File: config.mk
export PLATFORM = sky130hd
export DESIGN_NAME = prim_intr_target
export DESIGN_NICKNAME = d
export VERILOG_FILES = /design/src/rtl/prim_intr_target_pkg.sv /design/src/rtl/prim_intr_gateway.sv /design/src/rtl/prim_intr_target.sv
export SDC_FILE = /design/constraint.sdc
export NUM_CORES = 1
export LEC_CHECK = 0
export CORE_MARGIN = 2
export CORE_UTILIZATION = 41
export DETAILED_ROUTE_END_ITERATION = 6
export PLACE_DENSITY = 0.74
export SYNTH_ARGS = -nofsm -noshare
export SYNTH_HDL_FRONTEND = slang
export SYNTH_HIERARCHICAL = 1
export SYNTH_SLANG_ARGS = --single-unit
File: constraint.sdc
create_clock -name clk_i -period 15.57 [get_ports clk_i]
set_clock_uncertainty 0.1 [all_clocks]
set_input_delay 2.3355 -clock clk_i [delete_from_list [all_inputs] [get_ports clk_i]]
set_output_delay 2.3355 -clock clk_i [all_outputs]
set_load 0.02 [all_outputs]
File: src/rtl/prim_intr_target_pkg.sv
// +--------------------------------------------------------------------+
// | prim_intr_target_pkg: shared ID helpers and trigger-mode encoding   |
// | Revision 1.0                                                        |
// +--------------------------------------------------------------------+
`default_nettype none

package prim_intr_target_pkg;

  localparam int ID_NONE = 0;

  typedef enum logic {
    TRIG_LEVEL = 1'b0,
    TRIG_EDGE  = 1'b1
  } trig_mode_e;

  // ID 0 is reserved, so NumSrc sources need NumSrc+1 codes.
  function automatic int id_width(input int num_src);
    return $clog2(num_src + 1);
  endfunction

endpackage

`default_nettype wire

File: src/rtl/prim_intr_gateway.sv
// +--------------------------------------------------------------------+
// | prim_intr_gateway: per-source pending/in-service tracking           |
// | Revision 1.0                                                        |
// +--------------------------------------------------------------------+
`default_nettype none

module prim_intr_gateway
  import prim_intr_target_pkg::*;
(
  input  logic clk_i,
  input  logic rst_ni,
  input  logic src_i,
  input  logic le_i,
  input  logic claim_i,
  input  logic complete_i,
  output logic ip_o,
  output logic ia_o
);

  trig_mode_e mode;
  logic       src_q;
  logic       trig;
  logic       ip_q;
  logic       ia_q;

  assign mode = trig_mode_e'(le_i);

  always_comb begin
    trig = src_i;
    if (mode == TRIG_EDGE) begin
      trig = src_i & ~src_q;
    end
  end

  // Claim is only issued while pending and complete only while in service,
  // so the two never target this source in the same cycle.
  always_ff @(posedge clk_i or negedge rst_ni) begin
    if (!rst_ni) begin
      src_q <= 1'b0;
      ip_q  <= 1'b0;
      ia_q  <= 1'b0;
    end else begin
      src_q <= src_i;
      if (claim_i) begin
        ip_q <= 1'b0;
        ia_q <= 1'b1;
      end else begin
        if (trig && !ip_q && !ia_q) begin
          ip_q <= 1'b1;
        end
        if (complete_i) begin
          ia_q <= 1'b0;
        end
      end
    end
  end

  assign ip_o = ip_q;
  assign ia_o = ia_q;

endmodule

`default_nettype wire

File: src/rtl/prim_intr_target.sv
// +--------------------------------------------------------------------+
// | prim_intr_target: interrupt gateways, priority arbiter, claim/complete |
// | Revision 1.0                                                        |
// +--------------------------------------------------------------------+
`default_nettype none

module prim_intr_target
  import prim_intr_target_pkg::*;
#(
  parameter  int NumSrc = 8,
  parameter  int PrioW  = 2,
  localparam int IdW    = id_width(NumSrc)
) (
  input  logic                    clk_i,
  input  logic                    rst_ni,
  input  logic [NumSrc-1:0]       intr_src_i,
  input  logic [NumSrc-1:0]       le_i,
  input  logic [NumSrc-1:0]       ie_i,
  input  logic [NumSrc*PrioW-1:0] prio_i,
  input  logic [PrioW-1:0]        threshold_i,
  input  logic                    claim_re_i,
  output logic [IdW-1:0]          claim_id_o,
  input  logic                    complete_we_i,
  input  logic [IdW-1:0]          complete_id_i,
  output logic [NumSrc-1:0]       ip_o,
  output logic                    irq_o,
  output logic [IdW-1:0]          irq_id_o
);

  logic [NumSrc-1:0] ip;
  logic [NumSrc-1:0] ia;
  logic [NumSrc-1:0] claim_vec;
  logic [NumSrc-1:0] complete_vec;
  logic [IdW-1:0]    win_id;
  logic [PrioW-1:0]  win_prio;
  logic [IdW-1:0]    irq_id_q;
  logic [PrioW-1:0]  irq_prio_q;

  // Strict '>' starting from zero excludes prio 0 and keeps the lowest ID on ties.
  always_comb begin
    win_id   = IdW'(ID_NONE);
    win_prio = '0;
    for (int i = 0; i < NumSrc; i++) begin
      if (ip[i] && ie_i[i] && (prio_i[i*PrioW +: PrioW] > win_prio)) begin
        win_prio = prio_i[i*PrioW +: PrioW];
        win_id   = IdW'(i + 1);
      end
    end
  end

  // A stale registered ID whose pending bit is already gone decodes to nothing.
  always_comb begin
    claim_vec    = '0;
    complete_vec = '0;
    for (int i = 0; i < NumSrc; i++) begin
      claim_vec[i]    = claim_re_i && (irq_id_q == IdW'(i + 1)) && ip[i];
      complete_vec[i] = complete_we_i && (complete_id_i == IdW'(i + 1)) && ia[i];
    end
  end

  always_ff @(posedge clk_i or negedge rst_ni) begin
    if (!rst_ni) begin
      irq_id_q   <= IdW'(ID_NONE);
      irq_prio_q <= '0;
    end else begin
      irq_id_q   <= win_id;
      irq_prio_q <= win_prio;
    end
  end

  generate
    for (genvar i = 0; i < NumSrc; i++) begin : g_gateway
      prim_intr_gateway u_gateway (
        .clk_i      (clk_i),
        .rst_ni     (rst_ni),
        .src_i      (intr_src_i[i]),
        .le_i       (le_i[i]),
        .claim_i    (claim_vec[i]),
        .complete_i (complete_vec[i]),
        .ip_o       (ip[i]),
        .ia_o       (ia[i])
      );
    end
  endgenerate

  assign ip_o       = ip;
  assign irq_o      = (irq_prio_q > threshold_i);
  assign irq_id_o   = irq_id_q;
  assign claim_id_o = claim_re_i ? irq_id_q : IdW'(ID_NONE);

endmodule

`default_nettype wire

==> results.sh, run 1 <==
export IMPL_setup_tns_final_ns=0
export IMPL_regArea_um2=751
export IMPL_start_util=0.425
export IMPL_cts_hold_buffers=0
export IMPL_numCtsBuffers=5
export IMPL_cts_tree="built"
export IMPL_cp_data_arrival_time_ns=10.80
export IMPL_rows=24
export IMPL_final_common_cell="clkdlybuf4s50_1"
export IMPL_switchingPower_mw=0.161
export IMPL_p_total_mw=0.399
export IMPL_worstRegToRegCells=37
export IMPL_p_sw_frac=0.403
export IMPL_synthTopCellsByArea="dfrtp_1 41%, ha_1 7.4%, nand2_1 5.1%"
export IMPL_drc_errors=0
export IMPL_yosys_warnings=6
export IMPL_finalSetupViolCount=0
export IMPL_antenna_found_initial=0
export IMPL_fin_nets=339
export IMPL_core_um2=4350
export IMPL_whs_endpoint="g_gateway[5].u_gateway/ia_o"
export IMPL_max_stage_delay_ns=0.46
export IMPL_cp_end_kind="register"
export IMPL_multi_input_area_um2=1010
export IMPL_ys_ff_latch=30
export IMPL_period_share=0.690
export IMPL_cts_resized=0
export IMPL_grt_pass1_vias=1755
export IMPL_final_antenna_net_count=0
export IMPL_pre_cts_ws_ns=4.57
export IMPL_maxCapViolations=0
export IMPL_crit_type="in -> reg"
export IMPL_clk_latency_ns=0.28
export IMPL_crit_slowest_cell="clkdlybuf4s50_1"
export IMPL_dieArea_um2=5060
export IMPL_p_int_mw=0.238
export IMPL_p_seq_frac=0.335
export IMPL_gr_usage_all_layers=0.190
export IMPL_wl_mm=4.43
export IMPL_grt_remaining_overflow=0
export IMPL_syn_cell_area_um2=1850
export IMPL_die_width_um=71.2
export IMPL_drt_pass1_iter_count=4
export IMPL_hold_path_startpoint="g_gateway[5].u_gateway/ia_o"
export IMPL_r2r_start="g_gateway[0].u_gateway/ip_o"
export IMPL_ys_types=39
export IMPL_drive_above_1_share=0.0647
export IMPL_slew_limit_headroom=0.645
export IMPL_h_tree_depth=2
export IMPL_post_cts_setup_buffers=0
export IMPL_maxSlewViolCount=0
export IMPL_port_buffers=66
export IMPL_n_fill_cell=382
export IMPL_wire_per_inst_um=13.4
export IMPL_instances_no_fill=330
export IMPL_vias_per_cell=5.30
export IMPL_rrSetupSlack_ns=6.90
export IMPL_fin_ws_ns=4.83
export IMPL_routabilityCongestion=0.772
export IMPL_crit_fanout=7
export IMPL_holdPathStages=2
export IMPL_fmax_mhz=93.1
export IMPL_startpoint_type="primary input"
export IMPL_power_leakage_nw=1.22
export IMPL_p_clk_frac=0.142
export IMPL_outcome="complete, no violations"
export IMPL_final_cell_mix="66 x clkdlybuf4s50_1, 30 x dfrtp_1, 25 x nand2_1"
export IMPL_synth_cells=204
export IMPL_synth_top_area_cell="dfrtp_1"
export IMPL_clock_path_buffers=2
export IMPL_cts_sinks=30
export IMPL_tightest_slew_ns=0.533
export IMPL_syn2layout_area_growth_pct=43.9
export IMPL_cts_clk_slew_worst_paths_ns=0.06
export IMPL_ir_worst_vdd_v=0.0000819
export IMPL_rsz0062_at_grt="no"
export IMPL_required_ns=15.63
export IMPL_root_buffer="clkbuf_8"
export IMPL_grt_pass1_wl_mm=7.61
export IMPL_first_iter_violations=71
export IMPL_place_inst=323
export IMPL_synth_area_per_cell_um2=9.07
export IMPL_grt_max_degree=31
export IMPL_hpwl_mm=3.63
export IMPL_hold_viol_final=0
export IMPL_die_y_um=71.2
export IMPL_pin_count=67
export IMPL_crit_top_cell="ha_1"
export IMPL_comb_power_share=0.524
export IMPL_ys_seq_area_frac=0.406
export IMPL_netlist_area_leader_share=0.406
export IMPL_min_path_type="reg -> reg"
export IMPL_power_density_nw_per_um2=150
export IMPL_min_period_ns=10.74
export IMPL_antenna_cells=0
export IMPL_routed_via_count=1749
export IMPL_synth_nets=265
export IMPL_r2r_end="irq_prio_q[0]"
[kinds of logic after synthesis]
kind of cell	after synthesis	share of synthesized area
simple gates	87	0.242
buf+inv	23	0.0467
flops	30	0.406
mux	5	0.0304
compound gates	46	0.189
fa+ha+maj	13	0.0859
[worst max-delay path by stage]
| stage | from | end | slack [ns] | depth (start not counted) |
|---|---|---|---|---|
| detailed placement | ie_i[0] | irq_prio_q[0] | 4.57 | 39 |
| finish | ie_i[0] | irq_prio_q[0] | 4.83 | 38 |
| floorplan | prio_i[1] | irq_prio_q[0] | 5.80 | 39 |
| global placement | ie_i[0] | irq_prio_q[0] | 4.79 | 38 |
| CTS | ie_i[0] | irq_prio_q[0] | 4.84 | 39 |
| global route | ie_i[0] | irq_prio_q[0] | 4.02 | 39 |
[worst max-delay path, delay by kind of cell]
kind	cells	cell delay [ns]
buffers and inverters	3	0.64
multiplexers	4	1.14
AO/OA/AOI/OAI	15	3.26
adder cells (fa/ha/maj)	8	2.37
AND/OR/NAND/NOR	8	1.07
[sequential cells by signal, indices dropped and copies added (netlist names)]
register,cells
g_gateway.u_gateway/ia_o,8
g_gateway.u_gateway/ip_o,8
g_gateway.u_gateway/src_q,8
irq_id_o,4
irq_prio_q,2
[power by group through the flow]
stage	Clock (mW)	Sequential, mW	Combinational, mW
5_1_grt	0.0613	0.137	0.233
3_3_place_gp	0	0.134	0.205
3_5_place_dp	0	0.134	0.209
2_1_floorplan	0	0.142	0.118
6_report	0.0565	0.134	0.209
4_1_cts	0.0586	0.133	0.210
[cell usage after synthesis (all sizes together)]
| cell type | instances |
|---|---|
| o21bai | 8 |
| a21o | 1 |
| o21a | 1 |
| maj3 | 2 |
| nor2b | 5 |
| nor4 | 1 |
| nand2 | 25 |
| nor3 | 6 |
| and4b | 2 |
| o2111ai | 5 |
| a22o | 1 |
| a211o | 1 |
| ha | 11 |
| o21ai | 6 |
| a21oi | 6 |
| o2111a | 1 |
| o31ai | 1 |
| nand3 | 7 |
| dfrtp | 30 |
| o211ai | 3 |
| nand4 | 1 |
| o21ba | 1 |
| and4 | 2 |
| a31oi | 9 |
| inv | 23 |
| nand2b | 2 |
| and2 | 6 |
| mux2 | 2 |
| mux2i | 3 |
| o211a | 2 |
| nor2 | 20 |
| and3 | 8 |
| nor4b | 2 |
[through the flow]
step	utilization	instance area (um2)	hold slack (ns)
floorplan	-	1850	0.406
global placement	0.593	2580	0.429
detailed placement	0.593	2580	0.447
CTS	0.611	2660	0.456
global route	0.611	2660	0.478
finish	0.611	2660	0.451
[metal layers]
layer | part of all wire | global-route usage
met1 | 0.45 | 0.248
met2 | 0.47 | 0.303
met3 | 0.057 | 0.0427
met4 | 0.020 | 0.0860
met5 | 0 | 0
[area by class of cell]
type | count | area share
Tap cell | 52 | 0.0244
Multi-Input combinational cell | 151 | 0.380
Timing Repair Buffer | 67 | 0.251
Sequential cell | 30 | 0.282
Clock buffer | 5 | 0.0259
Clock inverter | 2 | 0.00376
Inverter | 23 | 0.0324
No activity file was read; power rests on OpenSTA's default activity.
==> run 2, diff against run 1 <==
clock period = 11.16 ns   (was 15.57 ns; I/O delays follow)
==> results.sh, run 2 (same netlist as run 1, synthesis figures left out) <==
export IMPL_tightest_slew_ns=0.470
export IMPL_final_antenna_net_count=0
export IMPL_period_share=0.886
export IMPL_maxCapViolations=0
export IMPL_startpoint_type="primary input"
export IMPL_start_util=0.425
export IMPL_crit_fanout=7
export IMPL_wl_mm=4.40
export IMPL_drive_above_1_share=0.0681
export IMPL_grt_pass1_vias=1636
export IMPL_crit_top_cell="ha_1"
export IMPL_gr_usage_all_layers=0.185
export IMPL_finalSetupViolCount=0
export IMPL_pin_count=67
export IMPL_die_y_um=71.2
export IMPL_crit_slowest_cell="clkdlybuf4s50_1"
export IMPL_port_buffers=66
export IMPL_cts_resized=0
export IMPL_routed_via_count=1721
export IMPL_drt_pass1_iter_count=4
export IMPL_power_density_nw_per_um2=215
export IMPL_clk_latency_ns=0.28
export IMPL_hpwl_mm=3.55
export IMPL_rows=24
export IMPL_grt_pass1_wl_mm=7.34
export IMPL_clock_path_buffers=2
export IMPL_grt_remaining_overflow=0
export IMPL_grt_max_degree=31
export IMPL_rsz0062_at_grt="no"
export IMPL_cp_end_kind="register"
export IMPL_syn2layout_area_growth_pct=45.5
export IMPL_cts_tree="built"
export IMPL_fmax_mhz=101
export IMPL_setup_tns_final_ns=0
export IMPL_die_width_um=71.2
export IMPL_drc_errors=0
export IMPL_outcome="complete, no violations"
export IMPL_antenna_cells=0
export IMPL_min_path_type="reg -> reg"
export IMPL_p_total_mw=0.580
export IMPL_final_cell_mix="66 x clkdlybuf4s50_1, 30 x dfrtp_1, 25 x nand2_1"
export IMPL_numCtsBuffers=5
export IMPL_routabilityCongestion=0.796
export IMPL_root_buffer="clkbuf_8"
export IMPL_hold_viol_final=0
export IMPL_cts_hold_buffers=0
export IMPL_post_cts_setup_buffers=0
export IMPL_final_common_cell="clkdlybuf4s50_1"
export IMPL_ir_worst_vdd_v=0.000116
export IMPL_design_area_um2=2690
export IMPL_vias_per_cell=5.20
export IMPL_place_inst=323
export IMPL_cts_sinks=30
export IMPL_antenna_found_initial=0
export IMPL_dieArea_um2=5060
export IMPL_slew_limit_headroom=0.684
export IMPL_fin_nets=339
export IMPL_power_leakage_nw=1.24
export IMPL_h_tree_depth=2
export IMPL_required_ns=11.23
export IMPL_instances_no_fill=331
export IMPL_max_stage_delay_ns=0.46
export IMPL_cts_clk_slew_worst_paths_ns=0.06
export IMPL_core_um2=4350
export IMPL_maxSlewViolCount=0
export IMPL_first_iter_violations=92
export IMPL_wire_per_inst_um=13.3
export IMPL_crit_type="in -> reg"
export IMPL_placed_area_um2=2580
export IMPL_min_period_ns=9.88
export IMPL_cp_data_arrival_time_ns=9.95
[run 2: cell count changes in the layout (fill, tap and decap cells not counted)]
cell,previous run,this run
bufinv_16,0,1
[run 2: critical path, delay by kind of cell]
kind	cells	cell delay, ns
AOI/OAI and AO/OA	14	2.89
adders and majority gates	8	2.32
and+or+nand+nor	9	1.24
muxes	5	1.17
buffers and inverters	3	0.64
[run 2: power by group]
part           switching, mW  total (mW)  internal (mW)  leakage [nW]
clock network         0.0403       0.106         0.0656        0.0579
registers             0.0387       0.186          0.148         0.333
logic                  0.145       0.288          0.142         0.845
[run 2: cell type report]
type | instances | area (um2)
sequential | 30 | 751
inverter | 23 | 86.3
tap | 52 | 65.1
clock inverter | 3 | 40.0
timing repair buffer | 67 | 668
fill | 394 | 1660
clock buffer | 5 | 68.8
multi-input combinational | 151 | 1010
[run 2: worst paths after layout]
check | depth (start not counted) | from | end | slack, ns
setup / recovery | 39 | ie_i[0] | irq_prio_q[0] | 1.28
hold / removal | 2 | g_gateway[2].u_gateway/ia_o | g_gateway[2].u_gateway/ia_o | 0.45
setup reg to reg | 38 | g_gateway[0].u_gateway/ip_o | irq_prio_q[0] | 2.68
hold reg to reg | 2 | g_gateway[2].u_gateway/ia_o | g_gateway[2].u_gateway/ia_o | 0.45
max in group asynchronous | 2 | rst_ni | irq_id_o[2] | 9.01
min in group asynchronous | 2 | rst_ni | g_gateway[6].u_gateway/src_q | 1.66
[run 2: metrics by stage]
stage           util  hold slack [ns]  setup slack (ns)
2_1_floorplan      -            0.406              2.05
3_3_place_gp   0.593            0.432              1.09
3_5_place_dp   0.593            0.446             0.973
4_1_cts        0.618            0.456              1.27
5_1_grt        0.618            0.478             0.684
6_report       0.618            0.452              1.28
[run 2: routing by layer]
metal	GRT usage	wire length, um	vias up
li1	-	-	878
met1	0.252	2050	792
met2	0.284	2050	43
met3	0.0342	219	8
met4	0.0922	82	0
met5	0	0	-
